--- src/rtl/fetch_pair_unit_if.sv ---
// fetch_pair_unit_if
// Instruction-memory read port between the fetch stage and the instruction memory.
//   imem_req_out    fetch -> mem   read request
//   imem_addr_out   fetch -> mem   pair address (fetch PC[8:1])
//   imem_gnt_in     mem -> fetch   request accepted this cycle
//   imem_rvalid_in  mem -> fetch   response valid, in request order
//   imem_rdata_in   mem -> fetch   [15:0] even word, [31:16] odd word
// The master modport is the fetch unit, the slave modport is the memory.
interface fetch_pair_unit_if;
   logic        imem_req_out;
   logic [7:0]  imem_addr_out;
   logic        imem_gnt_in;
   logic        imem_rvalid_in;
   logic [31:0] imem_rdata_in;

   modport master (
      output imem_req_out,
      output imem_addr_out,
      input  imem_gnt_in,
      input  imem_rvalid_in,
      input  imem_rdata_in
   );

   modport slave (
      input  imem_req_out,
      input  imem_addr_out,
      output imem_gnt_in,
      output imem_rvalid_in,
      output imem_rdata_in
   );
endinterface

--- src/rtl/fetch_pair_unit.sv ---
// fetch_pair_unit
// Fetch stage feeding the branch-generation unit (BGU). Prefetches 2x16-bit
// instruction pairs from even PCs, buffers them in a small FIFO and presents
// the head pair with its PC. A non-sequential PC from the BGU or a stage-3
// delayed-branch redirect flushes the FIFO and discards in-flight responses.
// Ports:
//   clk, rst          clock; asynchronous active-low reset
//   stall_in          hold the head pair (no consume)
//   pc_next_in        BGU next PC for the head pair
//   redirect_in       delayed-branch redirect, highest priority after reset
//   redirect_pc_in    redirect target (bit0 ignored)
//   imem              instruction-memory port (master side)
//   PC_out, p0_IR_out, p1_IR_out   head pair and its PC (0 when empty)
//   pair_valid_out    FIFO non-empty
//   fetch_next_out    head consumed this cycle
module fetch_pair_unit #(
   parameter int DEPTH = 2,
   parameter int CNT_W = 2
) (
   input  logic                     clk,
   input  logic                     rst,
   input  logic                     stall_in,
   input  logic [8:0]               pc_next_in,
   input  logic                     redirect_in,
   input  logic [8:0]               redirect_pc_in,
   fetch_pair_unit_if.master        imem,
   output logic [8:0]               PC_out,
   output logic [15:0]              p0_IR_out,
   output logic [15:0]              p1_IR_out,
   output logic                     pair_valid_out,
   output logic                     fetch_next_out
);
   localparam int PTR_W = (DEPTH > 1) ? $clog2(DEPTH) : 1;

   // Fetch PC is kept as a pair address; bit0 of every PC is implicitly 0.
   logic [7:0]        fpc_reg;
   logic [CNT_W-1:0]  count_reg;
   logic [CNT_W-1:0]  outst_reg;
   logic [CNT_W-1:0]  drop_reg;
   logic [PTR_W-1:0]  wr_ptr_reg;
   logic [PTR_W-1:0]  rd_ptr_reg;
   logic [PTR_W-1:0]  tag_wr_ptr_reg;
   logic [PTR_W-1:0]  tag_rd_ptr_reg;

   logic [7:0]        pc_mem  [DEPTH];
   logic [31:0]       ir_mem  [DEPTH];
   logic [7:0]        tag_mem [DEPTH];

   logic [8:0]        head_pc;
   logic [8:0]        seq_pc;
   logic              mismatch;
   logic              flush;
   logic [7:0]        flush_addr;
   logic [CNT_W:0]    occupancy;
   logic              req;
   logic              grant;
   logic              push;
   logic              pop;
   logic              unused_bits;

   assign unused_bits    = redirect_pc_in[0];

   assign pair_valid_out = (count_reg != '0);
   assign head_pc        = {pc_mem[rd_ptr_reg], 1'b0};
   assign seq_pc         = head_pc + 9'd2;

   assign PC_out         = pair_valid_out ? head_pc : 9'd0;
   assign p0_IR_out      = pair_valid_out ? ir_mem[rd_ptr_reg][15:0]  : 16'd0;
   assign p1_IR_out      = pair_valid_out ? ir_mem[rd_ptr_reg][31:16] : 16'd0;

   assign fetch_next_out = pair_valid_out & ~stall_in & ~redirect_in;
   assign mismatch       = fetch_next_out & (pc_next_in != seq_pc);
   assign flush          = redirect_in | mismatch;
   assign flush_addr     = redirect_in ? redirect_pc_in[8:1] : pc_next_in[8:1];

   // Cap counts both in-flight and buffered pairs so a response always has a slot.
   assign occupancy      = {1'b0, outst_reg} + {1'b0, count_reg};
   // Gating with rst keeps req low while reset is held; the first request
   // goes out in the first cycle after release.
   assign req            = rst & ~flush & (occupancy < (CNT_W+1)'(DEPTH));
   assign grant          = req & imem.imem_gnt_in;

   assign imem.imem_req_out  = req;
   assign imem.imem_addr_out = fpc_reg;

   // A response arriving in a flush cycle is stale as well, hence ~flush.
   assign push           = imem.imem_rvalid_in & (drop_reg == '0) & ~flush;
   assign pop            = fetch_next_out & ~mismatch;

   always_ff @(posedge clk or negedge rst) begin
      if (!rst) begin
         fpc_reg        <= '0;
         count_reg      <= '0;
         outst_reg      <= '0;
         drop_reg       <= '0;
         wr_ptr_reg     <= '0;
         rd_ptr_reg     <= '0;
         tag_wr_ptr_reg <= '0;
         tag_rd_ptr_reg <= '0;
      end else begin
         // Granted requests always return, so the tag FIFO survives a flush
         // and is drained by the dropped responses too.
         if (grant) begin
            tag_wr_ptr_reg <= tag_wr_ptr_reg + PTR_W'(1);
         end
         if (imem.imem_rvalid_in) begin
            tag_rd_ptr_reg <= tag_rd_ptr_reg + PTR_W'(1);
         end
         outst_reg <= outst_reg + CNT_W'(grant) - CNT_W'(imem.imem_rvalid_in);

         if (flush) begin
            fpc_reg    <= flush_addr;
            count_reg  <= '0;
            wr_ptr_reg <= '0;
            rd_ptr_reg <= '0;
            // Everything still in flight after this cycle belongs to the old stream.
            drop_reg   <= outst_reg - CNT_W'(imem.imem_rvalid_in);
         end else begin
            if (grant) begin
               fpc_reg <= fpc_reg + 8'd1;
            end
            if (imem.imem_rvalid_in && (drop_reg != '0)) begin
               drop_reg <= drop_reg - CNT_W'(1);
            end
            if (push) begin
               wr_ptr_reg <= wr_ptr_reg + PTR_W'(1);
            end
            if (pop) begin
               rd_ptr_reg <= rd_ptr_reg + PTR_W'(1);
            end
            count_reg <= count_reg + CNT_W'(push) - CNT_W'(pop);
         end
      end
   end

   // Storage needs no reset: the head outputs are masked while the FIFO is empty.
   always_ff @(posedge clk) begin
      if (grant) begin
         tag_mem[tag_wr_ptr_reg] <= fpc_reg;
      end
      if (push) begin
         pc_mem[wr_ptr_reg] <= tag_mem[tag_rd_ptr_reg];
         ir_mem[wr_ptr_reg] <= imem.imem_rdata_in;
      end
   end
endmodule

--- src/flat_wrapper.sv ---
// flat-port wrapper written by rule: the top's interface ports become plain ports
module fetch_pair_unit_flat 
#(
   parameter int DEPTH = 2,
   parameter int CNT_W = 2
)
  (clk, rst, stall_in, pc_next_in, redirect_in, redirect_pc_in, PC_out, p0_IR_out, p1_IR_out, pair_valid_out, fetch_next_out, imem_imem_req_out, imem_imem_addr_out, imem_imem_gnt_in, imem_imem_rvalid_in, imem_imem_rdata_in);
  fetch_pair_unit_if imem_i ();
  input  logic clk;
  input  logic rst;
  input  logic stall_in;
  input  logic [8:0] pc_next_in;
  input  logic redirect_in;
  input  logic [8:0] redirect_pc_in;
  output logic [8:0] PC_out;
  output logic [15:0] p0_IR_out;
  output logic [15:0] p1_IR_out;
  output logic pair_valid_out;
  output logic fetch_next_out;
  output wire logic [$bits(imem_i.imem_req_out)-1:0] imem_imem_req_out;
  output wire logic [$bits(imem_i.imem_addr_out)-1:0] imem_imem_addr_out;
  input wire logic [$bits(imem_i.imem_gnt_in)-1:0] imem_imem_gnt_in;
  input wire logic [$bits(imem_i.imem_rvalid_in)-1:0] imem_imem_rvalid_in;
  input wire logic [$bits(imem_i.imem_rdata_in)-1:0] imem_imem_rdata_in;
  assign imem_imem_req_out = imem_i.imem_req_out;
  assign imem_imem_addr_out = imem_i.imem_addr_out;
  assign imem_i.imem_gnt_in = imem_imem_gnt_in;
  assign imem_i.imem_rvalid_in = imem_imem_rvalid_in;
  assign imem_i.imem_rdata_in = imem_imem_rdata_in;
  fetch_pair_unit #(.DEPTH(DEPTH), .CNT_W(CNT_W)) u_core (.clk(clk), .rst(rst), .stall_in(stall_in), .pc_next_in(pc_next_in), .redirect_in(redirect_in), .redirect_pc_in(redirect_pc_in), .imem(imem_i), .PC_out(PC_out), .p0_IR_out(p0_IR_out), .p1_IR_out(p1_IR_out), .pair_valid_out(pair_valid_out), .fetch_next_out(fetch_next_out));
endmodule
--- config.mk ---
export PLATFORM = sky130hd
export DESIGN_NAME = fetch_pair_unit_flat
export DESIGN_NICKNAME = d
export VERILOG_FILES = /design/src/rtl/fetch_pair_unit_if.sv /design/src/rtl/fetch_pair_unit.sv /design/src/flat_wrapper.sv
export SDC_FILE = /design/constraint.sdc
export NUM_CORES = 1
export LEC_CHECK = 0
export ABC_AREA = 1
export BUFFER_PORTS_ARGS = -buffer_cell sky130_fd_sc_hd__buf_2
export CAP_MARGIN = 20
export CORE_MARGIN = 4
export CORE_UTILIZATION = 59
export CTS_CLUSTER_DIAMETER = 50
export CTS_CLUSTER_SIZE = 28
export DETAILED_ROUTE_END_ITERATION = 7
export GPL_TIMING_DRIVEN = 0
export HOLD_SLACK_MARGIN = 0.1
export PLACE_DENSITY_LB_ADDON = 0.2
export SYNTH_ARGS = -nofsm -noshare
export SYNTH_HDL_FRONTEND = slang
export SYNTH_SLANG_ARGS = --single-unit
--- constraint.sdc ---
create_clock -name clk -period 10.14 [get_ports clk]
set_input_delay 1.521 -clock clk [delete_from_list [all_inputs] [get_ports clk]]
set_output_delay 1.521 -clock clk [all_outputs]
set_load 0.005 [all_outputs]
# == Word-level counts from Yosys, hierarchy flattened ==
# Memory sizes are Yosys's and may differ from the RTL's.
# Cells that the tools add are included.
# word_totals
output_inout_bits,52
rom_bits,0
latch_bits,0
register_bits,18
ramBits,96
memories,3
elab_cells,65
inputBits,56
# classes
n_addsub,13
eq_ne,1
n_lt_le_gt_ge,1
n_mul,0
reduce_logical,8
mux,17
shifts,0
bitwise,14
div_mod_pow,0
# memory_table
memory,depth,width,rd,rd_ports_with_merged_regs,wr,line,source
u_core.ir_mem,2,32,1,0,1,fetch_pair_unit.sv:46,logic [31:0] ir_mem [DEPTH];
u_core.pc_mem,2,8,1,0,1,fetch_pair_unit.sv:45,logic [7:0] pc_mem [DEPTH];
u_core.tag_mem,2,8,1,0,1,fetch_pair_unit.sv:47,logic [7:0] tag_mem [DEPTH];
# ops
cell,n
two-way mux 16 bit,2
two-way mux 8 bit,3
nonzero test 2 bit,6
adder 9 x 2 -> 9 bit (second input constant),1
bitwise AND 1 bit,9
two-way mux 9 bit,1
inequality test 9 bit,1
adder 8 x 1 -> 8 bit (second input constant),1
two-way mux 1 bit,8
two-way mux 2 bit,3
subtractor 2 x 1 -> 2 bit,3
adder 1 bit (second input constant),4
adder 2 x 1 -> 2 bit,2
NOT 1 bit,4
adder 2 x 2 -> 3 bit,1
less-than comparator 3 x 2 -> 1 bit (second input constant),1
zero test 2 bit,1
subtractor 2 x 1 -> 2 bit (second input constant),1
logical AND 1 bit,1
OR 1 bit,1

# == Depth between registers and ports, before layout ==
# Gate-level depths: netlist of run 1.
# depth
ltp_word,11
ltp_mapped,20
ltp_nobuf,20

# == Least setup slack after synthesis of run 1 ==
# No wires, ideal clock.
# synth_path
path_kind,in2reg
start,input pc_next_in[0]
end,"memory u_core.ir_mem[0][0], enable pin"
t_required_ps,9703
path_buffers,0
slack_ps,5508
path_stages,12
t_arrival_ps,4194
setup_ps,437
cell_sequence,o21bai_1 -> nor2_1 -> nand2_1 -> nor2_1 -> nand3_1 -> nor2_1 -> nand2_1 -> nand2_4 -> nand2_4 -> inv_4 -> nand3_1 -> nor2_1
# synth_via
elab_chain_len,7
# synth_rtl
element,line,source
"start, declared",flat_wrapper.sv:12,input logic [8:0] pc_next_in;
inequality test 9 bit,fetch_pair_unit.sv:72,assign mismatch = fetch_next_out & (pc_next_in != seq_pc);
bitwise AND 1 bit,fetch_pair_unit.sv:72,
OR 1 bit,fetch_pair_unit.sv:73,assign flush = redirect_in | mismatch;
NOT 1 bit,fetch_pair_unit.sv:87,assign push = imem.imem_rvalid_in & (drop_reg == '0) & ~flush;
bitwise AND 1 bit,fetch_pair_unit.sv:87,
two-way mux 1 bit,fetch_pair_unit.sv:141,if (push) begin
two-way mux 1 bit (not written as such),fetch_pair_unit.sv:143,ir_mem[wr_ptr_reg] <= imem.imem_rdata_in;
"end, declared",fetch_pair_unit.sv:46,
# No other way between the ends.

# == Worst setup path after layout of run 1 ==
# layout_path
start,input pc_next_in[4]
end,output imem_imem_req_out
# layout_via
elab_chain_len,6
# layout_rtl
element,line,source
inequality test 9 bit,fetch_pair_unit.sv:72,
bitwise AND 1 bit,fetch_pair_unit.sv:72,
OR 1 bit,fetch_pair_unit.sv:73,
NOT 1 bit,fetch_pair_unit.sv:80,assign req = rst & ~flush & (occupancy < (CNT_W+1)'(DEPTH));
bitwise AND 1 bit (2 in series),fetch_pair_unit.sv:80,
"end, declared",flat_wrapper.sv:20,output wire logic [$bits(imem_i.imem_req_out)-1:0] imem_imem_req_out;
# No other way between the ends.

==> results.sh, run 1 <==
export IMPL_status="complete, no violations"
export IMPL_fin_skew_ns=0.00818
export IMPL_via_per_inst=5.45
export IMPL_synth_warnings=0
export IMPL_grt_setup_unrepaired="no"
export IMPL_wirelength_um=12400
export IMPL_cts_root_buf="clkbuf_8"
export IMPL_ctsHoldBuffers=0
export IMPL_async_flop_share_pct=15.8
export IMPL_yosysTopAreaCellShare_pct=55.5
export IMPL_place_hpwl_um=8560
export IMPL_dpl_cell_count=713
export IMPL_post_cts_buffers=0
export IMPL_track_usage_pct=25.3
export IMPL_fmax_mhz=233
export IMPL_num_antenna_cells=0
export IMPL_final_area_um2=6570
export IMPL_regMostFlops="u_core.ir_mem"
export IMPL_fin_crit_ns=4.29
export IMPL_synth_flop_cell="edfxtp_1"
export IMPL_ys_ff_latch=114
export IMPL_avgSynthCellArea_um2=10.3
export IMPL_postRouteAntennaNets=0
export IMPL_core_area_um2=8380
export IMPL_largest_reg_flops=64
export IMPL_p_per_area_nw_per_um2=226
export IMPL_period_share_pct=42.3
export IMPL_first_iter_violations=208
export IMPL_worst_endpoint_arrival_ns=2.76
export IMPL_hold_viol=0
export IMPL_hp_class="reg -> reg"
export IMPL_p_sw_w=0.000375
export IMPL_syn_inst=502
export IMPL_numPortBuffers=104
export IMPL_avgRoutedWirePerCell_um=16.6
export IMPL_area_growth_pct=26.4
export IMPL_cts_max_level=4
export IMPL_synthesis_nets=565
export IMPL_slew_violations=0
export IMPL_top_regs="u_core.ir_mem: 64 flops, u_core.pc_mem: 16 flops, u_core.tag_mem: 16 flops"
export IMPL_drv_cap=0
export IMPL_grt_max_degree=23
export IMPL_numCtsBuffers=17
export IMPL_nets=690
export IMPL_pre_cts_ws_ns=5.84
export IMPL_initial_core_util_pct=62.0
export IMPL_drive_gt1_share_pct=25.9
export IMPL_slew_headroom_pct=54.1
export IMPL_syn_area_um2=5190
export IMPL_gp_congestion=0.897
export IMPL_clk_pin_slew_ns=0.05
export IMPL_drt_pass1_iter_count=5
export IMPL_synth_edff_count=96
export IMPL_layoutNonFillerInstCount=745
export IMPL_synthTopCellsByArea="edfxtp_1 (55%), nand2_1 (13%), dfrtp_1 (8.7%)"
export IMPL_cts_sinks=114
export IMPL_yosysTopAreaCell="edfxtp_1"
export IMPL_vias=4059
export IMPL_cts_tree="done"
export IMPL_path_max_fanout=3
export IMPL_die_w_um=102
export IMPL_critPathKind="in -> out"
export IMPL_swShare_pct=25.3
export IMPL_overflow=0
export IMPL_die_area_um2=10400
export IMPL_layout_common_cells="nand2_1 (173), buf_2 (106), edfxtp_1 (96)"
export IMPL_final_common_cell="nand2_1"
export IMPL_worstSetupEndpointType="primary output"
export IMPL_p_seq_share_pct=40.8
export IMPL_fin_setup_tns_ns=0
export IMPL_worstPathRequired_ns=8.62
export IMPL_comb_power_share_pct=16.1
export IMPL_clk_latency_ns=0.51
export IMPL_placed_area_um2=5920
export IMPL_pin_count=108
export IMPL_setup_viol=0
export IMPL_crit_path_start_kind="input pin"
export IMPL_ir_drop_uv=141
export IMPL_cts_buffer_depth=2
export IMPL_grt_pass1_wl_um=19800
export IMPL_grt_pass1_vias=4092
export IMPL_drc=0
export IMPL_cts_resized=0
export IMPL_seq_area_frac_synth_pct=64.2
export IMPL_die_y_um=102
export IMPL_nFillCells=514
export IMPL_total_leakage_power_nw=2.95
export IMPL_tightestPinTransition_ns=0.686
export IMPL_internal_power_w=0.00111
export IMPL_rows=33
export IMPL_setup_ws_ns=5.85
export IMPL_antenna_found_initial=0
export IMPL_synth_distinct_cells=33
export IMPL_clkPwrFrac_pct=43.1
[synthesized netlist by cell type, types with 2 or more instances]
| master | number |
|---|---|
| mux2_2 | 8 |
| ha_1 | 6 |
| edfxtp_1 | 96 |
| buf_1 | 3 |
| nand2_4 | 2 |
| buf_2 | 2 |
| xor2_1 | 10 |
| dfrtp_1 | 18 |
| a21oi_1 | 34 |
| inv_2 | 2 |
| nor2_1 | 29 |
| xnor2_1 | 5 |
| clkbuf_1 | 10 |
| buf_4 | 2 |
| buf_6 | 3 |
| nand2_1 | 173 |
| nand3_1 | 25 |
| o21ai_1 | 7 |
| o21bai_1 | 2 |
| o21ai_0 | 11 |
| nand2_2 | 3 |
| inv_1 | 40 |
[worst max-delay path: stages]
cell and delay (ns):
buf_2 0.12, inv_1 0.13, nand2_1 0.09, nand2_1 0.09, nand2_1 0.05, nand2_1 0.06
nand3_1 0.08, nor2_1 0.08, nand2_1 0.12, nand2_4 0.12, nand3_1 0.11, inv_1 0.07
buf_2 0.11
[area by class of cell]
cell class	instances	area, um^2	area share (%)
plain buffers	20	108	1.64
clock buffers	20	445	6.78
clock inverters	12	205	3.12
inverters	43	164	2.50
multi-input cells	325	1610	24.4
flip-flops and latches	114	3330	50.8
well taps	105	131	2.00
repair buffers	106	576	8.76
[power groups by stage]
stage / sequential (W) / clock [W] / combinational [W]
floorplan: 0.000605 / 0 / 0.000150
global placement: 0.000610 / 0 / 0.000219
detailed placement: 0.000613 / 0 / 0.000236
CTS: 0.000604 / 0.000643 / 0.000240
global route: 0.000609 / 0.000670 / 0.000269
finish: 0.000605 / 0.000639 / 0.000238
[final timing paths]
check	start	end	slack, ns	cells past startpoint
min	u_core.wr_ptr_reg	u_core.wr_ptr_reg	0.56	1
min reg2reg	u_core.wr_ptr_reg	u_core.wr_ptr_reg	0.56	1
min in group asynchronous	rst	u_core.drop_reg[0]	0.96	1
max	pc_next_in[4]	imem_imem_req_out	5.85	13
max reg2reg	u_core.rd_ptr_reg	u_core.ir_mem[1][31]	6.60	17
max in group asynchronous	rst	u_core.imem.imem_addr_out[4]	8.86	1
[per-stage QoR]
step | total power (W) | hold WS (ns) | util (%)
floorplan | 0.000755 | 0.448 | -
global placement | 0.000829 | 0.462 | 69.8
detailed placement | 0.000849 | 0.549 | 70.6
CTS | 0.00149 | 0.565 | 78.4
global route | 0.00155 | 0.585 | 78.4
finish | 0.00148 | 0.564 | 78.4
[metal layers]
| metal | part of all wire (%) | up-vias | track usage, % |
|---|---|---|---|
| li1 | - | 1919 | - |
| met1 | 38 | 1904 | 30.4 |
| met2 | 52 | 203 | 44.7 |
| met3 | 7.8 | 33 | 5.87 |
| met4 | 2.6 | 0 | 9.28 |
| met5 | 0 | - | 0 |
[cell families (layout without fill, tap and decap cells)]
kind of cell,Yosys count,after routing,share of synthesized area [%]
mux,8,8,1.73
other cells,1,1,0.0722
compound gates,57,57,5.78
xor+xnor,15,15,2.53
flops,114,114,64.2
fa+ha+maj,7,7,1.83
simple gates,237,237,18.7
buf+inv,63,201,5.23
No activity file was read; power rests on OpenSTA's default activity.
==> inputs of run 2 (changes only) <==
--- a/config.mk
+++ b/config.mk
@@ -9,7 +9,7 @@
 export BUFFER_PORTS_ARGS = -buffer_cell sky130_fd_sc_hd__buf_2
 export CAP_MARGIN = 20
 export CORE_MARGIN = 4
-export CORE_UTILIZATION = 59
+export CORE_UTILIZATION = 55
 export CTS_CLUSTER_DIAMETER = 50
 export CTS_CLUSTER_SIZE = 28
 export DETAILED_ROUTE_END_ITERATION = 7
==> constraint.sdc (replaced) <==
create_clock -name clk -period 3.95 [get_ports clk]
set_input_delay 0.5925 -clock clk [delete_from_list [all_inputs] [get_ports clk]]
set_output_delay 0.5925 -clock clk [all_outputs]
set_load 0.005 [all_outputs]
==> run 2 against run 1 <==
Net effect: wire length fell by 2.6%; core utilization fell by 7.8 points; global-route usage fell by 2.8 points; critical path type is now reg -> reg; critical endpoint is now u_core.ir_mem[0][18]; largest cell class unchanged; highest routed layer unchanged.
==> results.sh, run 2 (same netlist as run 1, synthesis figures left out) <==
export IMPL_place_hpwl_um=8420
export IMPL_track_usage_pct=22.5
export IMPL_grt_max_degree=24
export IMPL_ir_drop_uv=298
export IMPL_worstPathRequired_ns=4.16
export IMPL_die_area_um2=11100
export IMPL_regMostFlops="u_core.ir_mem"
export IMPL_status="complete, no violations"
export IMPL_clkPwrFrac_pct=39.8
export IMPL_numCtsBuffers=17
export IMPL_top_regs="u_core.ir_mem: 64 flops, u_core.pc_mem: 16 flops, u_core.tag_mem: 16 flops"
export IMPL_fin_skew_ns=0.00869
export IMPL_hp_class="in -> reg"
export IMPL_cts_buffer_depth=2
export IMPL_cts_tree="done"
export IMPL_critPathKind="reg -> reg"
export IMPL_layout_common_cells="nand2_1 (173), buf_2 (106), edfxtp_1 (96)"
export IMPL_clk_pin_slew_ns=0.06
export IMPL_final_area_um2=6490
export IMPL_grt_setup_unrepaired="no"
export IMPL_final_common_cell="nand2_1"
export IMPL_layoutNonFillerInstCount=752
export IMPL_die_y_um=105
export IMPL_path_max_fanout=21
export IMPL_cts_max_level=4
export IMPL_min_from="imem_imem_rdata_in[23]"
export IMPL_area_growth_pct=24.9
export IMPL_cts_root_buf="clkbuf_8"
export IMPL_cts_resized=0
export IMPL_multi_input_area_um2=1610
export IMPL_vias=3926
export IMPL_antenna_found_initial=0
export IMPL_crit_path_start_kind="flop"
export IMPL_post_cts_buffers=0
export IMPL_ctsHoldBuffers=1
export IMPL_nFillCells=650
export IMPL_fin_setup_tns_ns=0
export IMPL_placed_area_um2=5920
export IMPL_internal_power_w=0.00261
export IMPL_comb_power_share_pct=16.9
export IMPL_drc=0
export IMPL_finalPower_w=0.00358
export IMPL_p_seq_share_pct=43.3
export IMPL_grt_pass1_wl_um=19100
export IMPL_p_per_area_nw_per_um2=552
export IMPL_postRouteAntennaNets=0
export IMPL_grt_pass1_vias=3983
export IMPL_clk_latency_ns=0.51
export IMPL_tightestPinTransition_ns=0.679
export IMPL_nets=691
export IMPL_overflow=0
export IMPL_drt_pass1_iter_count=5
export IMPL_initial_core_util_pct=56.5
export IMPL_first_iter_violations=253
export IMPL_core_area_um2=9200
export IMPL_num_antenna_cells=0
export IMPL_slew_headroom_pct=54.4
export IMPL_via_per_inst=5.22
export IMPL_crit_path_start="u_core.rd_ptr_reg"
export IMPL_total_leakage_power_nw=2.91
export IMPL_worstSetupEndpointType="flop"
export IMPL_regArea_um2=3330
export IMPL_setup_viol=0
export IMPL_p_sw_w=0.000970
export IMPL_pin_count=108
export IMPL_largest_reg_flops=64
export IMPL_rows=35
export IMPL_avgRoutedWirePerCell_um=16.0
export IMPL_dpl_cell_count=719
export IMPL_cts_sinks=114
export IMPL_wirelength_um=12100
export IMPL_numPortBuffers=104
export IMPL_slew_violations=0
export IMPL_drive_gt1_share_pct=25.7
export IMPL_finish_utilization_pct=70.5
export IMPL_gp_congestion=0.910
export IMPL_hold_viol=0
export IMPL_fin_crit_ns=3.51
export IMPL_worst_endpoint_arrival_ns=3.72
export IMPL_fmax_mhz=285
export IMPL_period_share_pct=88.8
export IMPL_die_w_um=105
export IMPL_r2r_start="u_core.rd_ptr_reg"
export IMPL_drv_cap=0
export IMPL_swShare_pct=27.1
[run 2: cell count changes in the layout (fill, tap and decap cells not counted), sizes merged]
| cell | delta |
|---|---|
| inv | +1 |
| dlygate4sd3 | +1 |
| clkinvlp | +1 |
| clkbuf | -1 |
| clkinv | +2 |
| bufinv | -3 |
[run 2: path summary, 6_finish.rpt]
path / endpoint / slack [ns] / depth (start not counted)
setup / recovery: u_core.ir_mem[0][18] / 0.44 / 18
hold / removal: u_core.ir_mem[1][23] / 0.27 / 1
setup reg to reg: u_core.ir_mem[0][18] / 0.44 / 18
hold reg to reg: u_core.wr_ptr_reg / 0.55 / 1
max in group asynchronous: u_core.rd_ptr_reg / 3.07 / 2
min in group asynchronous: u_core.drop_reg[1] / 0.57 / 2
[run 2: worst max-delay path: stages, from the launching register on]
cell and delay (ns):
dfrtp_1 0.39, buf_4 0.18, nand2_1 0.11, nand2_2 0.10
ha_1 0.29, inv_1 0.07, nor2_1 0.04, nor2_1 0.11
nand2_1 0.06, nor2_1 0.10, nand3_1 0.08, nor2_1 0.08
nand2_1 0.12, nand2_4 0.13, nand2_4 0.12, inv_4 0.13
nand3_1 0.23, nor2_4 0.60, buf_16 0.25
[run 2: power by group through the flow]
stage	Sequential, W	Combinational, W	Clock [W]
final	0.00155	0.000606	0.00142
after CTS	0.00155	0.000612	0.00144
after detailed placement	0.00157	0.000604	0
after global placement	0.00157	0.000562	0
after global routing	0.00156	0.000682	0.00149
after floorplan	0.00155	0.000384	0
[run 2: per-stage QoR]
| step | hold WS [ns] | setup WS, ns |
|---|---|---|
| floorplan | 0.297 | -0.117 |
| global placement | 0.462 | -1.40 |
| detailed placement | 0.540 | 0.423 |
| CTS | 0.247 | 0.424 |
| global route | 0.252 | 0.0951 |
| finish | 0.266 | 0.443 |
[run 2: cell type report]
| class | instances | area share, % |
|---|---|---|
| inverters | 43 | 2.53 |
| plain buffers | 20 | 1.66 |
| clock inverters | 13 | 2.12 |
| repair buffers | 107 | 8.91 |
| multi-input cells | 325 | 24.7 |
| well taps | 111 | 2.14 |
| clock buffers | 19 | 6.50 |
| flip-flops and latches | 114 | 51.4 |
[run 2: layer usage]
| layer | vias up | track usage, % | wire [um] |
|---|---|---|---|
| met1 | 1825 | 27.6 | 4850 |
| met2 | 154 | 37.4 | 6160 |
| met3 | 26 | 4.45 | 767 |
| met4 | 0 | 12.0 | 293 |
| met5 | - | 0 | 0 |
| li1 | 1921 | - | - |
